--- src/rtl/orb_wr_arbiter_pkg.sv ---
// Shared types and widths for the ORB frame-RAM write arbiter.
package orb_wr_arbiter_pkg;

  localparam int ADDR_W        = 11;
  localparam int WORD_W        = 12;
  localparam int BURST_DEFAULT = 16;
  localparam int CNT_W         = 5;

  typedef enum logic [1:0] {
    ST_IDLE  = 2'd0,
    ST_READ  = 2'd1,
    ST_FLUSH = 2'd2
  } state_t;

endpackage

--- src/rtl/orb_wr_arbiter_rr_grant4.sv ---
// Four-way round-robin grant: the search starts one past the last granted index.
module rr_grant4 (
  input  logic [3:0] i_elig,
  input  logic [1:0] i_last,
  output logic [3:0] o_gnt,
  output logic [1:0] o_idx
);

  logic [1:0] w_cand;

  // Scan from farthest to nearest so the nearest eligible requester after i_last wins
  always_comb begin
    o_gnt  = '0;
    o_idx  = i_last;
    w_cand = i_last;
    for (int k = 4; k >= 1; k--) begin
      w_cand = i_last + k[1:0];
      if (i_elig[w_cand]) begin
        o_gnt = 4'b0001 << w_cand;
        o_idx = w_cand;
      end
    end
  end

endmodule

--- src/rtl/orb_wr_arbiter.sv ---
// Arbitrates four requester FIFOs into one frame-RAM write port, moving
// BURST words per grant and writing into the bank selected by the frame timer.
module orb_wr_arbiter
  import orb_wr_arbiter_pkg::*;
#(
  parameter int BURST = BURST_DEFAULT,
  parameter int UW    = 5
) (
  input  logic              clk,
  input  logic              rst,
  input  logic [UW-1:0]     usedw0,
  input  logic [UW-1:0]     usedw1,
  input  logic [UW-1:0]     usedw2,
  input  logic [UW-1:0]     usedw3,
  input  logic [WORD_W-1:0] data0,
  input  logic [WORD_W-1:0] data1,
  input  logic [WORD_W-1:0] data2,
  input  logic [WORD_W-1:0] data3,
  input  logic [ADDR_W-1:0] base0,
  input  logic [ADDR_W-1:0] base1,
  input  logic [ADDR_W-1:0] base2,
  input  logic [ADDR_W-1:0] base3,
  input  logic              sw,
  input  logic              clrOvf,
  output logic              rdreq0,
  output logic              rdreq1,
  output logic              rdreq2,
  output logic              rdreq3,
  output logic [ADDR_W-1:0] wAddr,
  output logic [WORD_W-1:0] wData,
  output logic              WE,
  output logic              bank,
  output logic              busy,
  output logic [3:0]        ovf
);

  localparam logic [CNT_W-1:0] CNT_LAST = CNT_W'(BURST - 1);

  state_t              r_state;
  logic [1:0]          r_ptr;
  logic [1:0]          r_gidx;
  logic [3:0]          r_rdreq;
  logic [ADDR_W-1:0]   r_base;
  logic [CNT_W-1:0]    r_rd_cnt;
  logic                r_fl_cnt;
  logic                r_busy;
  logic                r_sw;
  logic                r_bank;
  logic [3:0]          r_ovf;
  logic                r_vld_p1;
  logic [CNT_W-1:0]    r_idx;
  logic                r_we_p2;
  logic [ADDR_W-1:0]   r_waddr_p2;
  logic [WORD_W-1:0]   r_wdata_p2;

  logic [3:0]          w_elig;
  logic [3:0]          w_full;
  logic [3:0]          w_gnt;
  logic [1:0]          w_gidx;
  logic                w_start;
  logic [ADDR_W-1:0]   w_base_sel;
  logic [WORD_W-1:0]   w_data_sel;

  assign w_elig[0] = (32'(usedw0) >= 32'(BURST));
  assign w_elig[1] = (32'(usedw1) >= 32'(BURST));
  assign w_elig[2] = (32'(usedw2) >= 32'(BURST));
  assign w_elig[3] = (32'(usedw3) >= 32'(BURST));

  assign w_full[0] = &usedw0;
  assign w_full[1] = &usedw1;
  assign w_full[2] = &usedw2;
  assign w_full[3] = &usedw3;

  rr_grant4 u_rr (
    .i_elig (w_elig),
    .i_last (r_ptr),
    .o_gnt  (w_gnt),
    .o_idx  (w_gidx)
  );

  // Eligibility only matters while idle; mid-burst arrivals wait for the next IDLE
  assign w_start = (r_state == ST_IDLE) && (|w_elig);

  // Base address of the requester about to be granted, and data of the granted one
  always_comb begin
    w_base_sel = base0;
    w_data_sel = data0;
    case (w_gidx)
      2'd1:    w_base_sel = base1;
      2'd2:    w_base_sel = base2;
      2'd3:    w_base_sel = base3;
      default: w_base_sel = base0;
    endcase
    case (r_gidx)
      2'd1:    w_data_sel = data1;
      2'd2:    w_data_sel = data2;
      2'd3:    w_data_sel = data3;
      default: w_data_sel = data0;
    endcase
  end

  // Burst control FSM: grant, BURST read strobes, two-cycle drain, bank switch at idle
  always_ff @(posedge clk or negedge rst) begin
    if (!rst) begin
      r_state  <= ST_IDLE;
      r_ptr    <= 2'd3;
      r_gidx   <= 2'd0;
      r_rdreq  <= '0;
      r_base   <= '0;
      r_rd_cnt <= '0;
      r_fl_cnt <= 1'b0;
      r_busy   <= 1'b0;
      r_sw     <= 1'b0;
      r_bank   <= 1'b0;
    end else begin
      r_sw <= sw;
      case (r_state)
        ST_IDLE: begin
          r_bank <= r_sw;
          if (w_start) begin
            r_state  <= ST_READ;
            r_rdreq  <= w_gnt;
            r_gidx   <= w_gidx;
            r_ptr    <= w_gidx;
            r_base   <= w_base_sel;
            r_rd_cnt <= '0;
            r_busy   <= 1'b1;
          end
        end
        ST_READ: begin
          if (r_rd_cnt == CNT_LAST) begin
            r_rdreq  <= '0;
            r_state  <= ST_FLUSH;
            r_fl_cnt <= 1'b0;
          end else begin
            r_rd_cnt <= r_rd_cnt + 1'b1;
          end
        end
        ST_FLUSH: begin
          if (r_fl_cnt) begin
            r_state <= ST_IDLE;
            r_busy  <= 1'b0;
            r_bank  <= r_sw;
          end else begin
            r_fl_cnt <= 1'b1;
          end
        end
        default: begin
          r_state <= ST_IDLE;
          r_rdreq <= '0;
          r_busy  <= 1'b0;
        end
      endcase
    end
  end

  // Write pipeline: rdreq cycle -> FIFO q valid (p1) -> registered RAM write (p2)
  always_ff @(posedge clk or negedge rst) begin
    if (!rst) begin
      r_vld_p1   <= 1'b0;
      r_idx      <= '0;
      r_we_p2    <= 1'b0;
      r_waddr_p2 <= '0;
      r_wdata_p2 <= '0;
    end else begin
      r_vld_p1 <= |r_rdreq;
      // ---- p1 -> p2: FIFO word is valid now, register it with its address
      r_we_p2  <= r_vld_p1;
      if (r_vld_p1) begin
        r_waddr_p2 <= r_base + {{(ADDR_W-CNT_W){1'b0}}, r_idx};
        r_wdata_p2 <= w_data_sel;
      end
      if (w_start) begin
        r_idx <= '0;
      end else if (r_vld_p1) begin
        r_idx <= r_idx + 1'b1;
      end
    end
  end

  // Sticky overflow flags; a set in the same cycle as a clear takes priority
  always_ff @(posedge clk or negedge rst) begin
    if (!rst) begin
      r_ovf <= '0;
    end else begin
      r_ovf <= w_full | (r_ovf & {4{~clrOvf}});
    end
  end

  assign rdreq0 = r_rdreq[0];
  assign rdreq1 = r_rdreq[1];
  assign rdreq2 = r_rdreq[2];
  assign rdreq3 = r_rdreq[3];
  assign wAddr  = r_waddr_p2;
  assign wData  = r_wdata_p2;
  assign WE     = r_we_p2;
  assign bank   = r_bank;
  assign busy   = r_busy;
  assign ovf    = r_ovf;

endmodule
--- config.mk ---
export PLATFORM = sky130hd
export DESIGN_NAME = orb_wr_arbiter
export DESIGN_NICKNAME = d
export VERILOG_FILES = /design/src/rtl/orb_wr_arbiter_pkg.sv /design/src/rtl/orb_wr_arbiter_rr_grant4.sv /design/src/rtl/orb_wr_arbiter.sv
export SDC_FILE = /design/constraint.sdc
export NUM_CORES = 1
export LEC_CHECK = 0
export CAP_MARGIN = 20
export CORE_MARGIN = 1
export CORE_UTILIZATION = 30
export CTS_CLUSTER_SIZE = 8
export DETAILED_ROUTE_END_ITERATION = 12
export DONT_BUFFER_PORTS = 1
export PLACE_DENSITY = 0.48
export SETUP_SLACK_MARGIN = 0.15
export SLEW_MARGIN = 20
export SYNTH_ARGS = -nofsm -noshare
export SYNTH_HDL_FRONTEND = slang
export SYNTH_SLANG_ARGS = --single-unit
--- constraint.sdc ---
create_clock -name clk -period 3.6 [get_ports clk]
set_clock_uncertainty 0.15 [all_clocks]
set_input_delay 0.36 -clock clk [delete_from_list [all_inputs] [get_ports clk]]
set_output_delay 0.36 -clock clk [all_outputs]
set_load 0.02 [all_outputs]
==> key figures, run 1 <==
Detailed routing
  – DR pass1 iterations: 4
  – Vias: 2472
  – Initial detailed-routing violation count: 60
  – Post-route ant nets: 0
  – Via/cell ratio: 5.01
  – Final wirelength: 8.66 mm
  – Drt drc: 0
  – WL per Instance: 17.6 µm

Critical path
  – Slowest cell delay on critical path: 0.74 ns
  – Critical Path RT: 3.68 ns
  – Startpoint types: flip-flop
  – Delay-heaviest family, CP: multiplexers
  – Setup CP Type: reg2reg
  – Most used cell, CP: mux4_2
  – Worst path cell trace: inv_1, ha_1, mux4_2, a21boi_2, xnor2_1, buf_4, mux4_2, mux2_4
  – Worst path arrival time: 3.19 ns
  – Critical path buffers and inverters: 2
  – Max stage delay cell, worst path: dfstp_2
  – Element type at the critical path end: flip-flop
  – CP max FO: 16

Synthesis
  – Gate Count Post-Synth: 310
  – Area fraction in compound gates after synthesis: 8.84%
  – Post-Synth XOR/XNOR Area: 3.26%
  – Synth Area in Adders: 5.51%
  – Avg Cell Area, Syn: 12.1 µm²
  – Simple-gate share of the synthesized area: 9.04%
  – Count of cell types in the netlist: 49
  – Mux cell area share after synthesis: 26.9%
  – Async SR Flop Fraction: 100%
  – Cell Area, Synth: 3770 µm²
  – Post-synthesis sequential area ratio: 42.6%
  – EDFF count, synth: 0
  – Yosys reg bits: 64
  – Synth Flop Type: dfrtp_1
  – Syn Nets: 442
  – Largest family of logic cells by synthesized area: multiplexers
  – Yosys warning total: 0

Power and ir drop
  – Internal: 2760 µW
  – Psw: 1790 µW
  – Leak: 0.00181 µW
  – Worst IR drop on VDD: 0.450 mV
  – Share of total power in sequential cells: 36.5%
  – Combinational Power Share: 43.9%
  – Clock network fraction of total power: 19.6%
  – Switching share of power: 39.3%
  – PD cells: 1040 nW/µm²

Clock tree
  – Clk Latency, worst-skew pair: 0.34 ns
  – Root cell of the clock tree: clkbuf_16
  – Worst-path clk slew: 0.06 ns
  – CTS max path bufs: 2
  – H-tree levels: 3
  – Post-cts resize count: 0
  – Cts bufs inserted: 9
  – Sink Count: 64
  – CTS tree: built
  – Postcts setup bufs: 0

Die
  – Core footprint: 12100 µm²
  – Std cell rows: 40
  – Full die area: 13000 µm²
  – Die H: 114 µm
  – Die Wd: 114 µm
  – Starting Density: 31.1%
  – # IOs: 150

Finish
  – Nets: 451
  – Non-Filler Cell Area, Final: 4360 µm²
  – Ratio of cells with drive above 1 in the final layout: 25.6%
  – Non-Filler Instances: 493
  – Syn-to-layout area delta: 15.8%

Place
  – Placed insts: 466
  – Gpl congestion: 0.805
  – IO Port Bufs: 0
  – Placed Area: 3940 µm²
  – DP Wirelength: 6.37 mm

STA
  – Final period utilization: 86.4%
  – Fmax: 321 MHz
  – Slew Viols, Final: 0
  – Min Hold Slack: 0.0205 ns
  – Final hold viol count: 0
  – Worst slew pin tran: 0.805 ns
  – Slew HR: 46.3%
  – Endpoints failing setup: 0
  – Min Clock Period, post-route: 3.11 ns
  – Setup TNS Final: 0 ns
  – RSZ-0062 raised after global routing: no

GRT
  – Met3 GRT Util: 6.75%
  – Met1 GRT Util: 16.1%
  – Initial antenna violation count: 3
  – Total global routing overflow: 0
  – Grt peak-use layer: met2
  – Tot GR Track Use: 14.2%
  – Pin count of the biggest net entering global routing: 65
  – Vias in the first global route: 2554
  – M2 GR Usage: 23.7%
  – First-pass GRT wire length: 13.6 mm

Run status
  – Status: complete, no violations

Run
  – Max-Cap Viols: 0

Hold path
  – Hold WC Path Type: in2reg
what timing repair did:
action	CTS	global route
setup endpoints to repair	0	0
hold buffers	10	0
endpoints found under the hold margin	69	0
stage by stage:
step	total power, µW	util, %	worst slack [ns]
2_1_floorplan	3310	-	0.568
3_3_place_gp	3620	32.5	0.573
3_5_place_dp	3660	32.5	0.502
4_1_cts	4630	36.0	0.490
5_1_grt	4920	36.0	0.270
6_report	4540	36.0	0.488
logic make-up after synthesis:
family,count (synthesis)
flip-flops,64
AO/OA/AOI/OAI,52
AND/OR/NAND/NOR,71
buffers and inverters,33
multiplexers,60
adder cells (fa/ha/maj),16
XOR/XNOR,14
power groups by stage:
stage	combinational, µW	clock [µW]	sequential, µW
after floorplan	1820	0	1490
after global placement	1940	0	1670
after detailed placement	1980	0	1680
after CTS	2020	937	1670
after global routing	2230	961	1730
final	1990	891	1660
routing by layer:
metal / vias up / wire [µm]
met5: - / 27
met4: 4 / 129
met3: 15 / 698
met2: 103 / 4290
met1: 1185 / 3510
li1: 1165 / -
placed cells by master (no fill, tap or decap), types with 2 or more instances in the layout:
cell type,n
a21o_1,6
a21oi_1,13
a222oi_1,3
a31oi_1,2
buf_4,3
clkbuf_16,9
clkinv_4,2
clkinvlp_4,2
dfrtp_1,62
dfstp_2,2
dlygate4sd3_1,9
ha_1,15
inv_1,17
inv_6,2
mux2_2,21
mux2_4,11
mux2i_1,2
mux4_1,2
mux4_2,23
nand2_1,22
nand3_1,4
nand3b_1,2
nand4_1,4
nor2_1,23
nor2b_1,2
nor3_1,3
nor3b_1,3
o21ai_0,14
o22ai_1,4
or3_1,3
xnor2_1,7
xor2_1,7
layout make-up:
| class | instances | area (µm²) |
|---|---|---|
| sequential | 64 | 1600 |
| clock buffer | 9 | 225 |
| clock inverter | 7 | 80.1 |
| timing repair buffer | 13 | 140 |
| inverter | 18 | 67.6 |
| multi-input combinational | 213 | 2030 |
| tap | 168 | 210 |
| fill | 1225 | 7750 |
| antenna | 1 | 2.50 |
sequential cells by signal, indices dropped and copies added, names as in the netlist:
signal	flops
wData	12
r_base	11
wAddr	11
r_idx	5
r_rd_cnt	5
ovf	4
r_rdreq	4
r_gidx	2
r_ptr	2
r_state	2
WE	1
bank	1
busy	1
r_fl_cnt	1
r_sw	1
r_vld_p1	1
cells in the mapped netlist (all sizes together), types with 3 or more instances:
master   n  area, µm²
nor3b    3       22.5
mux4    25        571
a222oi   3       30.0
nor3     3       15.0
ha      15        188
mux2    32        402
nor2    23       86.3
a21oi   13       65.1
or3      3       18.8
o21ai   15       75.1
buf      7       46.3
nand2   22       82.6
nand4    4       25.0
o22ai    4       25.0
dfrtp   62       1550
a21o     6       45.0
nand3    4       20.0
mux2i    3       42.5
xnor2    7       61.3
xor2     7       61.3
clkbuf   8       30.0
inv     18       67.6
path summary, 6_finish.rpt:
path / cells after the start / slack (ns) / to / from
worst min-delay path: 2 / 0.02 / ovf[3]$_DFF_PN0_ / usedw3[3]
worst max-delay path: 8 / 0.49 / r_base[5]$_DFFE_PN0P_ / r_ptr[0]$_DFFE_PN1P_
worst min register to register: 1 / 0.33 / bank$_DFFE_PN0P_ / r_sw$_DFF_PN0_
min in group asynchronous: 2 / 0.42 / r_base[9]$_DFFE_PN0P_ / rst
worst max register to register: 8 / 0.49 / r_base[5]$_DFFE_PN0P_ / r_ptr[0]$_DFFE_PN1P_
max in group asynchronous: 2 / 2.58 / r_ptr[1]$_DFFE_PN1P_ / rst
No activity file was read; power rests on OpenSTA's default activity.
==> inputs of run 2 (changes only) <==
--- a/config.mk
+++ b/config.mk
@@ -8,9 +8,10 @@
 export CAP_MARGIN = 20
 export CORE_MARGIN = 1
 export CORE_UTILIZATION = 30
-export CTS_CLUSTER_SIZE = 8
+export CTS_CLUSTER_SIZE = 14
 export DETAILED_ROUTE_END_ITERATION = 12
 export DONT_BUFFER_PORTS = 1
+export HOLD_SLACK_MARGIN = 0.03
 export PLACE_DENSITY = 0.48
 export SETUP_SLACK_MARGIN = 0.15
 export SLEW_MARGIN = 20
==> constraint.sdc (replaced) <==
create_clock -name clk -period 3.3 [get_ports clk]
set_clock_uncertainty 0.15 [all_clocks]
set_input_delay 0.33 -clock clk [delete_from_list [all_inputs] [get_ports clk]]
set_output_delay 0.33 -clock clk [all_outputs]
set_load 0.02 [all_outputs]
==> run 2 against run 1 <==
Compared with the run above: utilization is 0.85 points higher; via count is 0.89% higher; sequential share of layout area fell by 0.85 points; total power is 12% higher; first-iteration DRC count increased by 1.7%; critical path depth did not move; combinational power up 12%; non-clock buffer count rose by 8; cell count grew 2.0%; register-to-register slack got worse by 0.19 ns; critical endpoint is now r_base[3]$_DFFE_PN0P_; largest cell class unchanged.
==> key figures, run 2 (synthesis results as in run 1) <==
Critical path
  – Max stage delay cell, worst path: dfstp_2
  – R2R cell count: 8 (unchanged)
  – Setup CP Type: reg2reg
  – Worst path arrival time: 3.08 ns (-0.11 ns)
  – CP max FO: 12 (-4)
  – Critical Path RT: 3.38 ns (-0.30 ns)
  – Startpoint types: flip-flop
  – Element type at the critical path end: flip-flop
  – Slowest cell delay on critical path: 0.64 ns (-0.10 ns)
  – Reg-to-reg startpoint: r_ptr[1]$_DFFE_PN1P_
  – Capturing point of the worst reg2reg path: r_base[3]$_DFFE_PN0P_
  – Delay-heaviest family, CP: multiplexers
  – R2r setup slk: 0.30 ns (-0.19 ns)
  – Most used cell, CP: mux4_2
  – Worst path cell trace: inv_1, ha_1, mux4_2, a21boi_2, xnor2_1, buf_4, mux4_2, mux2_4
  – Critical path buffers and inverters: 2 (unchanged)

Hold path
  – Hold WC Path Type: in2reg
  – Worst Hold End: r_base[1]$_DFFE_PN0P_
  – Worst hold path depth: 2 (unchanged)
  – Hold wc startpoint: base2[1]

Detailed routing
  – Final wirelength: 8.57 mm (-1.0%)
  – Via/cell ratio: 4.96 (-1.1%)
  – Initial detailed-routing violation count: 61 (+1.7%)
  – Vias: 2494 (+0.89%)
  – Drt drc: 0 (unchanged)
  – DR pass1 iterations: 4 (unchanged)
  – WL per Instance: 17.0 µm (-3.0%)
  – Post-route ant nets: 0 (unchanged)

STA
  – Fmax: 333 MHz (+3.7%)
  – Slew Viols, Final: 0 (unchanged)
  – Final hold viol count: 0 (unchanged)
  – RSZ-0062 raised after global routing: no
  – Final period utilization: 91.0% (+4.5 points)
  – Setup TNS Final: 0 ns (unchanged)
  – Worst slew pin tran: 0.905 ns (+0.0994 ns)
  – Slew HR: 39.7% (-6.6 points)
  – Min Clock Period, post-route: 3.00 ns (-0.110 ns)
  – Endpoints failing setup: 0 (unchanged)

Finish
  – Nets: 459 (+1.8%)
  – Most common cell after layout, fill and taps aside: dfrtp_1
  – Max FFs per register: 12 (unchanged)
  – Highest-count cells in the layout ignoring fill and taps: 62 x dfrtp_1, 23 x nor2_1, 23 x mux4_2
  – Fill count: 1211 (-1.1%)
  – Syn-to-layout area delta: 18.5%
  – Ratio of cells with drive above 1 in the final layout: 26.2% (+0.59 points)
  – Util after Layout: 36.8% (+0.85 points)

GRT
  – Pin count of the biggest net entering global routing: 65 (unchanged)
  – Vias in the first global route: 2434 (-4.7%)
  – Tot GR Track Use: 13.8% (-0.40 points)
  – Total global routing overflow: 0 (unchanged)
  – First-pass GRT wire length: 13.1 mm (-3.8%)
  – Initial antenna violation count: 3 (unchanged)

Place
  – DP Wirelength: 6.28 mm (-1.4%)
  – IO Port Bufs: 0 (unchanged)
  – Gpl congestion: 0.776 (-3.6%)

Clock tree
  – Worst-path clk slew: 0.06 ns (about the same)
  – Cts bufs inserted: 9 (unchanged)
  – Clk Latency, worst-skew pair: 0.34 ns (about the same)
  – CTS tree: built
  – CTS max path bufs: 2 (unchanged)
  – Sink Count: 64 (unchanged)
  – Post-cts resize count: 0 (unchanged)
  – H-tree levels: 3 (unchanged)
  – Root cell of the clock tree: clkbuf_16

Die
  – Full die area: 13000 µm² (unchanged)
  – Core footprint: 12100 µm² (unchanged)
  – Die Wd: 114 µm (unchanged)
  – Die H: 114 µm (unchanged)
  – Std cell rows: 40 (unchanged)
  – # IOs: 150 (unchanged)
  – Starting Density: 31.1% (unchanged)

Power and ir drop
  – Worst IR drop on VDD: 0.498 mV (+11%)
  – Leak: 0.00187 µW (+3.2%)
  – PD cells: 1140 nW/µm² (+9.2%)

Run status
  – Status: complete, no violations

Run
  – Max-Cap Viols: 0 (unchanged)
[run 2: cell type report]
| cell class | instances | area [µm²] | share of cell area [%] |
|---|---|---|---|
| Antenna cell | 3 | 7.51 | 0.168 |
| Clock buffer | 9 | 225 | 5.05 |
| Clock inverter | 7 | 95.1 | 2.13 |
| Inverter | 18 | 67.6 | 1.51 |
| Multi-Input combinational cell | 213 | 2030 | 45.5 |
| Sequential cell | 64 | 1600 | 35.9 |
| Tap cell | 168 | 210 | 4.71 |
| Timing Repair Buffer | 21 | 223 | 4.99 |
[run 2: layer usage]
metal | track usage [%] | part of all wire (%) | up-vias
li1 | - | - | 1180
met1 | 16.1 | 42 | 1194
met2 | 22.2 | 49 | 104
met3 | 5.79 | 7.8 | 14
met4 | 5.80 | 1.9 | 2
met5 | 0 | 0.15 | -
[run 2: worst max-delay path by stage]
stage / start / end / slack, ns / depth (start not counted)
after floorplan: r_ptr[1]$_DFFE_PN1P_ / r_base[5]$_DFFE_PN0P_ / 0.27 / 9
after global placement: r_ptr[0]$_DFFE_PN1P_ / r_base[7]$_DFFE_PN0P_ / 0.33 / 8
after detailed placement: r_ptr[0]$_DFFE_PN1P_ / r_base[3]$_DFFE_PN0P_ / 0.27 / 8
after CTS: r_ptr[0]$_DFFE_PN1P_ / r_base[3]$_DFFE_PN0P_ / 0.26 / 8
after global routing: r_ptr[1]$_DFFE_PN1P_ / r_base[10]$_DFFE_PN0P_ / 0.15 / 8
final: r_ptr[1]$_DFFE_PN1P_ / r_base[3]$_DFFE_PN0P_ / 0.30 / 8
[run 2: repair_timing]
item                                   4_1_cts  5_1_grt
buffers inserted                             0        2
hold buffers                                14        0
endpoints found under the hold margin       69        0
setup endpoints to repair                    0       11
[run 2: metrics by stage]
| stage | worst slack [ns] | instances | cell area, µm² | hold WS, ns | total power (µW) |
|---|---|---|---|---|---|
| 2_1_floorplan | 0.268 | 310 | 3770 | -0.116 | 3610 |
| 3_3_place_gp | 0.334 | 468 | 3950 | -0.114 | 3970 |
| 3_5_place_dp | 0.272 | 468 | 3950 | -0.114 | 4010 |
| 4_1_cts | 0.256 | 498 | 4430 | 0.184 | 5110 |
| 5_1_grt | 0.151 | 501 | 4460 | 0.187 | 5460 |
| 6_report | 0.298 | 503 | 4460 | 0.198 | 5080 |
[run 2: power breakdown]
group	internal [µW]	leakage [µW]	total, µW	switching [µW]
logic	1300	0.000948	2230	921
registers	1160	0.000766	1810	648
clock network	662	0.000156	1040	377
total	3130	0.00187	5080	1950
==> inputs of run 3 (changes only) <==
--- a/config.mk
+++ b/config.mk
@@ -12,7 +12,7 @@
 export DETAILED_ROUTE_END_ITERATION = 12
 export DONT_BUFFER_PORTS = 1
 export HOLD_SLACK_MARGIN = 0.03
-export PLACE_DENSITY = 0.48
+export PLACE_DENSITY = 0.41
 export SETUP_SLACK_MARGIN = 0.15
 export SLEW_MARGIN = 20
 export SYNTH_ARGS = -nofsm -noshare
==> run 3 against run 2 <==
Compared with the run above: critical path depth unchanged; design area down 0.14%; utilization down 0.052 points; via count up 0.92%; die area unchanged; register-to-register slack better by 0.03 ns; total power about the same; sequential power about the same; routed wire length up 3.8%; critical path type unchanged; largest power group unchanged; non-clock buffer count down 1; worst hold slack better by 0.012 ns; critical endpoint is now r_base[5]$_DFFE_PN0P_.
==> key figures, run 3 (synthesis results as in run 1) <==
Power and ir drop
  – Clock network fraction of total power: 20.8% (+0.3 points)
  – Psw: 1940 µW (-0.51%)
  – Leak: 0.00187 µW (about the same)
  – Worst IR drop on VDD: 0.427 mV (-14%)
  – Switching share of power: 38.1% (-0.23 points)
  – Share of total power in sequential cells: 36.2% (+0.5 points)
  – Combinational Power Share: 43.0% (-0.9 points)
  – Power, Total: 5080 µW (about the same)
  – PD cells: 1140 nW/µm² (+0.23%)
  – Internal: 3140 µW (+0.46%)

Finish
  – Util after Layout: 36.8% (-0.052 points)
  – Ratio of cells with drive above 1 in the final layout: 26.0% (-0.22 points)
  – Most common cell after layout, fill and taps aside: dfrtp_1
  – FF+latch area: 1600 µm² (unchanged)
  – Syn-to-layout area delta: 18.3%
  – Highest-count cells in the layout ignoring fill and taps: 62 x dfrtp_1, 23 x nor2_1, 23 x mux4_2
  – Fill count: 1212 (+0.083%)
  – Nets: 458 (-0.22%)
  – Max FFs per register: 12 (unchanged)
  – Area of the multi-input gates: 2030 µm² (unchanged)

Run
  – Max-Cap Viols: 0 (unchanged)

STA
  – Min Hold Slack: 0.210 ns (+0.0123 ns)
  – Setup TNS Final: 0 ns (unchanged)
  – PnR worst setup slack: 0.325 ns (+0.0271 ns)
  – RSZ-0062 raised after global routing: no
  – Min Clock Period, post-route: 2.97 ns (-0.0271 ns)
  – Slew HR: 37.1% (-2.6 points)
  – Fmax: 336 MHz (+0.91%)
  – Slew Viols, Final: 0 (unchanged)
  – Endpoints failing setup: 0 (unchanged)
  – Worst slew pin tran: 0.944 ns (+0.0395 ns)
  – Final hold viol count: 0 (unchanged)
  – Final period utilization: 90.1% (-0.82 points)

Place
  – DP Wirelength: 6.50 mm (+3.4%)
  – Gpl congestion: 0.887 (+14%)
  – Post-Place Setup Slack: 0.286 ns (+0.0140 ns)
  – IO Port Bufs: 0 (unchanged)

Critical path
  – R2R cell count: 8 (unchanged)
  – Reg-to-reg startpoint: r_ptr[0]$_DFFE_PN1P_
  – Max stage delay cell, worst path: dfstp_2
  – Critical path buffers and inverters: 2 (unchanged)
  – Delay-heaviest family, CP: multiplexers
  – Slowest cell delay on critical path: 0.65 ns (about the same)
  – Cell count along the critical path: 8 (unchanged)
  – Start point of the critical path: r_ptr[0]$_DFFE_PN1P_
  – Worst path arrival time: 3.04 ns (-0.04 ns)
  – Setup CP Type: reg2reg
  – Element type at the critical path end: flip-flop
  – Most used cell, CP: mux4_2
  – Worst path cell trace: inv_1, ha_1, mux4_2, a21boi_2, xnor2_1, buf_4, mux4_2, mux2_4
  – Critical Path RT: 3.37 ns (about the same)
  – Startpoint types: flip-flop
  – CP max FO: 12 (unchanged)

Detailed routing
  – WL per Instance: 17.7 µm (+3.8%)
  – DR pass1 iterations: 6 (+2)
  – Post-route ant nets: 0 (unchanged)
  – Initial detailed-routing violation count: 95 (+56%)
  – Vias: 2517 (+0.92%)
  – Drt drc: 0 (unchanged)
  – Final wirelength: 8.89 mm (+3.8%)
  – Via/cell ratio: 5.00 (+0.92%)

Die
  – Full die area: 13000 µm² (unchanged)
  – Std cell rows: 40 (unchanged)
  – Starting Density: 31.1% (unchanged)
  – Die Wd: 114 µm (unchanged)
  – Core footprint: 12100 µm² (unchanged)
  – # IOs: 150 (unchanged)
  – Die H: 114 µm (unchanged)

Clock tree
  – Worst-path clk slew: 0.06 ns (about the same)
  – Root cell of the clock tree: clkbuf_16
  – CTS max path bufs: 2 (unchanged)
  – CTS tree: built
  – H-tree levels: 3 (unchanged)
  – Cts bufs inserted: 9 (unchanged)
  – Clk Latency, worst-skew pair: 0.33 ns (about the same)
  – Sink Count: 64 (unchanged)
  – Post-cts resize count: 0 (unchanged)

Hold path
  – Hold WC Path Type: in2reg
  – Worst hold path depth: 2 (unchanged)
  – Hold wc startpoint: base1[10]

GRT
  – First-pass GRT wire length: 14.0 mm (+7.0%)
  – Tot GR Track Use: 14.3% (+0.48 points)
  – Initial antenna violation count: 5 (+2)
  – Pin count of the biggest net entering global routing: 65 (unchanged)
  – Total global routing overflow: 0 (unchanged)
  – Vias in the first global route: 2563 (+5.3%)

Run status
  – Status: complete, no violations
-- run 3: changes by cell type in the layout (fill, tap and decap cells not counted), sizes merged --
cell      delta
clkinvlp     -1
buf          -1
clkbuf       +2
inv          -1
diode        +1
-- run 3: area by class of cell --
| type | instances | area share, % |
|---|---|---|
| Clock buffer | 11 | 5.67 |
| Tap cell | 168 | 4.72 |
| Sequential cell | 64 | 36.0 |
| Timing Repair Buffer | 20 | 4.55 |
| Inverter | 18 | 1.52 |
| Clock inverter | 5 | 1.77 |
| Antenna cell | 4 | 0.225 |
| Multi-Input combinational cell | 213 | 45.6 |
-- run 3: final timing paths --
check,to,slack [ns]
setup / recovery,r_base[5]$_DFFE_PN0P_,0.33
hold / removal,r_base[10]$_DFFE_PN0P_,0.21
hold reg to reg,bank$_DFFE_PN0P_,0.33
min in group asynchronous,r_base[2]$_DFFE_PN0P_,0.40
setup reg to reg,r_base[5]$_DFFE_PN0P_,0.33
max in group asynchronous,r_ptr[1]$_DFFE_PN1P_,2.28
-- run 3: per-stage QoR --
| step | instances | cell area (µm²) |
|---|---|---|
| final | 503 | 4460 |
| after global routing | 501 | 4450 |
| after CTS | 498 | 4440 |
| after detailed placement | 468 | 3950 |
| after global placement | 468 | 3950 |
| after floorplan | 310 | 3770 |
-- run 3: what timing repair did --
action,in CTS,in global routing
buffers inserted,0,1
hold buffers,14,0
endpoints found under the setup margin,0,7
hold endpoints to repair,69,0
-- run 3: layer usage --
metal	global-route usage (%)	up-vias	share of wire, %
met5	0	-	0.15
met4	4.24	2	1.0
met3	6.22	9	8.7
met2	23.3	101	48
met1	16.9	1223	42
li1	-	1182	-
-- run 3: power by group through the flow --
| stage | logic, µW | registers [µW] | clock network [µW] |
|---|---|---|---|
| 2_1_floorplan | 1990 | 1620 | 0 |
| 3_3_place_gp | 2140 | 1860 | 0 |
| 3_5_place_dp | 2170 | 1870 | 0 |
| 4_1_cts | 2210 | 1860 | 1090 |
| 5_1_grt | 2440 | 1920 | 1130 |
| 6_report | 2190 | 1840 | 1060 |
